## config.mk

```make
export PLATFORM = sky130hd
export DESIGN_NAME = gpio_cfg_regbank_flat
export DESIGN_NICKNAME = d
export VERILOG_FILES = /design/src/rtl/gpio_cfg_regbank_if.sv /design/src/rtl/gpio_cfg_regbank.sv /design/src/flat_wrapper.sv
export SDC_FILE = /design/constraint.sdc
export NUM_CORES = 1
export LEC_CHECK = 0
export CORE_ASPECT_RATIO = 2
export CORE_MARGIN = 5
export CORE_UTILIZATION = 30
export DETAILED_ROUTE_END_ITERATION = 10
export SLEW_MARGIN = 20
export SYNTH_ARGS = -nofsm -noshare
export SYNTH_HDL_FRONTEND = slang
export SYNTH_SLANG_ARGS = --single-unit
```

## constraint.sdc

```tcl
create_clock -name clk -period 1.5 [get_ports clk]
set_clock_uncertainty 0.1 [all_clocks]
set_input_delay 0.3 -clock clk [delete_from_list [all_inputs] [get_ports clk]]
set_output_delay 0.3 -clock clk [all_outputs]
set_load 0.05 [all_outputs]
```

## src/rtl/gpio_cfg_regbank_if.sv

```systemverilog
// CPU-side register port of the GPIO config bank.
// Master drives requests; slave returns registered read data.
interface gpio_cfg_regbank_if #(
  parameter int AW = 2,
  parameter int DW = 8
);
  logic          ren_i;
  logic          wen_i;
  logic [AW-1:0] addr_i;
  logic [DW-1:0] di_i;
  logic [DW-1:0] wm_i;
  logic [DW-1:0] do_o;
  logic          rvld_o;
  logic          err_o;

  modport master (
    output ren_i, wen_i, addr_i, di_i, wm_i,
    input  do_o, rvld_o, err_o
  );

  modport slave (
    input  ren_i, wen_i, addr_i, di_i, wm_i,
    output do_o, rvld_o, err_o
  );
endinterface

```

## src/rtl/gpio_cfg_regbank.sv

```systemverilog
// GPIO config/status register bank: RW and W1C status
// registers, one-cycle read latency, status interrupt.
module gpio_cfg_regbank #(
  parameter int DW   = 8,
  parameter int NREG = 4,
  parameter int AW   = 2,
  parameter logic [NREG*DW-1:0] RST_VAL = '0,
  parameter logic [NREG-1:0]    ST_MASK = '0
) (
  input  logic                 clk,
  input  logic                 rst,
  gpio_cfg_regbank_if.slave    bus,
  input  logic [NREG*DW-1:0]   set_i,
  input  logic                 clr_i,
  output logic [NREG*DW-1:0]   reg_o,
  output logic                 irq_o
);

  logic [DW-1:0]   regs_q [NREG];
  logic [DW-1:0]   regs_d [NREG];
  logic [NREG-1:0] sel;
  logic            addr_ok;
  logic [DW-1:0]   rd_mux;
  logic            irq_d;
  logic [DW-1:0]   do_q;
  logic            rvld_q;
  logic            err_q;
  logic            irq_q;

  // Address decode; addresses past NREG match nothing.
  always_comb begin
    sel     = '0;
    addr_ok = 1'b0;
    rd_mux  = '0;
    for (int k = 0; k < NREG; k++) begin
      sel[k] = (bus.addr_i == AW'(k));
      if (sel[k]) begin
        rd_mux = regs_q[k];
      end
    end
    addr_ok = |sel;
  end

  // Next register state: clear beats write/set.
  always_comb begin
    irq_d = 1'b0;
    for (int k = 0; k < NREG; k++) begin
      logic          wr_hit;
      logic          st_upd;
      logic          rw_upd;
      logic [DW-1:0] w1c;
      regs_d[k] = regs_q[k];
      wr_hit = bus.wen_i & sel[k];
      st_upd = ~clr_i & ST_MASK[k];
      rw_upd = ~clr_i & ~ST_MASK[k] & wr_hit;
      w1c    = wr_hit ? (bus.di_i & bus.wm_i) : '0;
      unique case (1'b1)
        clr_i: begin
          regs_d[k] = RST_VAL[k*DW +: DW];
        end
        st_upd: begin
          regs_d[k] = set_i[k*DW +: DW]
                    | (regs_q[k] & ~w1c);
        end
        rw_upd: begin
          regs_d[k] = (regs_q[k] & ~bus.wm_i)
                    | (bus.di_i & bus.wm_i);
        end
        default: begin
          regs_d[k] = regs_q[k];
        end
      endcase
      if (ST_MASK[k] && (|regs_d[k])) begin
        irq_d = 1'b1;
      end
    end
  end

  // Register storage.
  always_ff @(posedge clk) begin
    for (int k = 0; k < NREG; k++) begin
      if (rst) begin
        regs_q[k] <= RST_VAL[k*DW +: DW];
      end else begin
        regs_q[k] <= regs_d[k];
      end
    end
  end

  // Read response: old value, held until the next read.
  always_ff @(posedge clk) begin
    if (rst) begin
      do_q   <= '0;
      rvld_q <= 1'b0;
      err_q  <= 1'b0;
    end else begin
      rvld_q <= bus.ren_i;
      err_q  <= (bus.ren_i | bus.wen_i) & ~addr_ok;
      if (bus.ren_i) begin
        do_q <= rd_mux;
      end
    end
  end

  // Interrupt tracks the status bits being registered.
  always_ff @(posedge clk) begin
    if (rst) begin
      irq_q <= 1'b0;
    end else begin
      irq_q <= irq_d;
    end
  end

  // Flatten register array onto reg_o.
  always_comb begin
    reg_o = '0;
    for (int k = 0; k < NREG; k++) begin
      reg_o[k*DW +: DW] = regs_q[k];
    end
  end

  assign bus.do_o   = do_q;
  assign bus.rvld_o = rvld_q;
  assign bus.err_o  = err_q;
  assign irq_o      = irq_q;

endmodule

```

## src/flat_wrapper.sv

```systemverilog
// flat-port wrapper written by rule: the top's interface ports become plain ports
module gpio_cfg_regbank_flat 
#(
  parameter int DW   = 8,
  parameter int NREG = 4,
  parameter int AW   = 2,
  parameter logic [NREG*DW-1:0] RST_VAL = '0,
  parameter logic [NREG-1:0]    ST_MASK = '0
)
  (clk, rst, set_i, clr_i, reg_o, irq_o, bus_ren_i, bus_wen_i, bus_addr_i, bus_di_i, bus_wm_i, bus_do_o, bus_rvld_o, bus_err_o);
  gpio_cfg_regbank_if #(.AW(AW), .DW(DW)) bus_i ();
  input  logic clk;
  input  logic rst;
  input  logic [NREG*DW-1:0] set_i;
  input  logic clr_i;
  output logic [NREG*DW-1:0] reg_o;
  output logic irq_o;
  input wire logic [$bits(bus_i.ren_i)-1:0] bus_ren_i;
  input wire logic [$bits(bus_i.wen_i)-1:0] bus_wen_i;
  input wire logic [$bits(bus_i.addr_i)-1:0] bus_addr_i;
  input wire logic [$bits(bus_i.di_i)-1:0] bus_di_i;
  input wire logic [$bits(bus_i.wm_i)-1:0] bus_wm_i;
  output wire logic [$bits(bus_i.do_o)-1:0] bus_do_o;
  output wire logic [$bits(bus_i.rvld_o)-1:0] bus_rvld_o;
  output wire logic [$bits(bus_i.err_o)-1:0] bus_err_o;
  assign bus_i.ren_i = bus_ren_i;
  assign bus_i.wen_i = bus_wen_i;
  assign bus_i.addr_i = bus_addr_i;
  assign bus_i.di_i = bus_di_i;
  assign bus_i.wm_i = bus_wm_i;
  assign bus_do_o = bus_i.do_o;
  assign bus_rvld_o = bus_i.rvld_o;
  assign bus_err_o = bus_i.err_o;
  gpio_cfg_regbank #(.DW(DW), .NREG(NREG), .AW(AW), .RST_VAL(RST_VAL), .ST_MASK(ST_MASK)) u_core (.clk(clk), .rst(rst), .bus(bus_i), .set_i(set_i), .clr_i(clr_i), .reg_o(reg_o), .irq_o(irq_o));
endmodule
```

Word-level counts from Yosys, hierarchy flattened
Memory sizes are Yosys's and may differ from the RTL's.
Index checks and enable logic that the tools add are counted.
Widths: inputs -> output; s select.
- order comparisons: 0
- reductions and logical operators: 2
- bitwise logic cells: 26
- multiply operators: 0
- equality and inequality tests: 3
- $add $sub $neg: 0
- shift operators: 0
- multiplexer cells: 15
- divide/modulo/power cells: 0
- operators with widths (cell ; number):
    $mux 8 ; 8
    $pmux 8 s2 ; 4
    $and 8x8->8 ; 5
    $or 8x8->8 ; 4
    $and 1x1->1 ; 9
    $not 8->8 ; 1
    $or 1x1->1 ; 5
    $eq 2x2->1 const B ; 2
    $reduce_or 4->1 ; 1
    $mux 1 ; 3
    $eq 2x1->1 const B ; 1
    $logic_not 2->1 ; 1
    $not 1->1 ; 2
- register bits after elaboration: 10
- latch bits: 0
- bits in read-only memories: 0
- output and inout bits: 43
- memories kept: 1
- memory bits (writable): 32
- memory list (name ; depth ; bits a word ; read ports ; clocked after memory_dff ; wr ports ; line ; RTL):
    u_core.regs_q ; 4 ; 8 ; 4 ; 0 ; 4 ; gpio_cfg_regbank.sv:19 ; logic [DW-1:0] regs_q [NREG];

Longest topological paths before layout
- depth in word-level cells: 5
- gate-level depth with buffers: 5

Worst setup path after synthesis
No wires, ideal clock.
- path kind: reg2reg
- from: register, netlist name u_core.bus.do_o[0]
- to: register u_core.do_q[0] (netlist: u_core.bus.do_o[0])
- slack: 174 ps
- setup time: 82 ps
- path buffers: 0
- cell stages (with the launch flop): 3
- data required time: 1318 ps
- period minus slack after synthesis: 1326 ps
- data arrival time: 1144 ps
- cell sequence: dfxtp_1 or3b_2 o221ai_1
- RTL lines (item ; line ; RTL):
    end signal: assignment ; gpio_cfg_regbank.sv:100 ; do_q <= rd_mux;
    end: declaration ; gpio_cfg_regbank.sv:25 ; logic [DW-1:0] do_q;

==> qor.csv <==
metric,value,unit
postCtsHoldBufs,0,
holdWs,0.483,ns
die-area,8680,um^2
synth_area_per_cell,11.5,um^2
n_fill_cell,622,
cp_max_fo,4,
synthCells,178,
overflow,0,
cts_made_buffers,5,
hold_path_class,in -> reg,
post_drt_wl_per_cell,19.6,um
nNetsFinal,306,
synth_area_leaders,"dfxtp_1 (41%), a32o_1 (14%), mux2i_1 (7.8%)",
min_period_over_period,0.951,
die_w,68.4,um
cp-end-kind,flip-flop,
first_pass_iters,4,
drive_gt1_frac,0.363,
status,"complete, no violations",
crit_required,1.63,ns
vias,1926,
tns,0,ns
core.rowCount,42,
die_h,127,um
timing.fmax,0.701,GHz
postRouteAntennaNets,0,
final_common_cell,buf_12,
rsz0062_at_grt,no,
finalWeightedCongestion,0.788,
dpl.hpwl,4830,um
first_global_vias,1943,
worst_setup_path_start_kind,input port,
drv_cap,0,
p_leak,1.32,nW
path_class,in -> reg,
fin_ws,0.0730,ns
syn_to_final_growth,70.0,%
htreeDepth,2,
grt_usage,0.161,
clk_latency,0.29,ns
period_needed,1.43,ns
clk_pin_slew,0.06,ns
vdd_ir_drop_max,519,uV
drtIter0Drc,130,
antenna_cells,0,
finalSetupViolations,0,
core-area,6620,um^2
viasPerCell,5.68,
port_buffers,64,
io_pins,98,
synthDistinctLibCells,23,
cts_tree,built,
yosysWarnings,0,
drcViolationCount,0,
grt_start_max_net_pins,29,
initial_utilization,0.310,
post_dp_cell_area,3290,um^2
yosysSeqAreaShare,0.410,
synth_top_area_share,0.410,
ys_ff_latch,42,
power_density,797,nW/um^2
slew_violations,0,
antenna_found_initial,0,
most-common-layout-cells,"buf_12 (44), dfxtp_1 (42), a32o_1 (29), buf_4 (21), clkdlybuf4s50_1 (19)",
preCtsSetupSlack,-0.407,ns
fin_area,3480,um^2
cts.sinks,42,
hold_violations,0,
crit_arrival,1.55,ns
syn_area,2050,um^2
synth_top_cell_by_area,dfxtp_1,
clockBufferDepth,2,
routed_wl,6650,um
grt_pass1_wl,10500,um
cts_root_buf,clkbuf_16,
-- Yosys cell counts (all sizes together) --
cell	count
a32o	32
and3b	8
and4b	1
buf	19
clkbuf	4
conb	1
dfxtp	42
mux2i	16
nand3b	1
nand4	8
nand4b	16
nand4bb	8
nor2	1
nor2b	1
nor4b	1
nor4bb	2
o221ai	8
or3b	9
-- sequential cells by signal (all words and copies together), names as in the netlist --
| name | count |
|---|---|
| u_core.bus.do_o | 8 |
| u_core.bus.err_o | 1 |
| u_core.bus.rvld_o | 1 |
| u_core.regs_q | 32 |
-- final timing paths --
check / from / end / slack [ns] / cells past startpoint
max: clr_i / u_core.regs_q[1][2] / 0.07 / 5
min: bus_addr_i[1] / u_core.bus.do_o[5] / 0.48 / 3
max reg2reg: u_core.bus.do_o[0] / u_core.bus.do_o[0] / 0.38 / 2
min reg2reg: u_core.regs_q[3][2] / u_core.regs_q[3][2] / 0.49 / 1
-- power breakdown --
group / internal, mW / switching, mW / total (mW)
clock network: 0.821 / 0.433 / 1.25
registers: 1.13 / 0.0133 / 1.14
logic: 0.185 / 0.198 / 0.384
-- worst max-delay path, cell delays in order --
cell and delay, ns:
clkdlybuf4s50_1 0.47, buf_4 0.18, nor4bb_4 0.28, buf_4 0.19, a32o_1 0.13
-- layer usage --
metal	vias to the layer above	track usage	wire length [um]
li1	887	-	-
met2	64	0.279	3730
met4	0	0.0750	206
met5	-	0	0
met1	958	0.182	2410
met3	17	0.0274	306
-- repair_timing --
| item | in CTS | in global routing |
|---|---|---|
| buffers inserted | 0 | 0 |
| resized for setup | 6 | 1 |
| endpoints found under the hold margin | 0 | 0 |
| endpoints found under the setup margin | 28 | 7 |
-- cell type report --
class	instances	area [um^2]	share of cell area
Clock buffer	6	139	0.0399
Clock inverter	1	30.0	0.00862
Multi-Input combinational cell	114	1100	0.316
Sequential cell	42	841	0.241
Tap cell	88	110	0.0316
Timing Repair Buffer	88	1260	0.362
-- per-stage QoR --
stage	util	cells	total power, mW
after floorplan	-	179	1.35
after global placement	0.497	332	1.54
after detailed placement	0.497	332	1.54
after CTS	0.525	339	2.79
after global routing	0.526	339	2.86
final	0.526	339	2.78
-- logic make-up (layout without fill, tap and decap cells) --
group | Yosys count | count (layout) | share of synthesized area
AND/OR/NAND/NOR | 56 | 56 | 0.246
flip-flops | 42 | 42 | 0.410
AO/OA/AOI/OAI | 40 | 40 | 0.192
buffers and inverters | 23 | 95 | 0.0714
multiplexers | 16 | 16 | 0.0781
other | 1 | 2 | 0.00183
No activity file was read; power rests on OpenSTA's default activity.
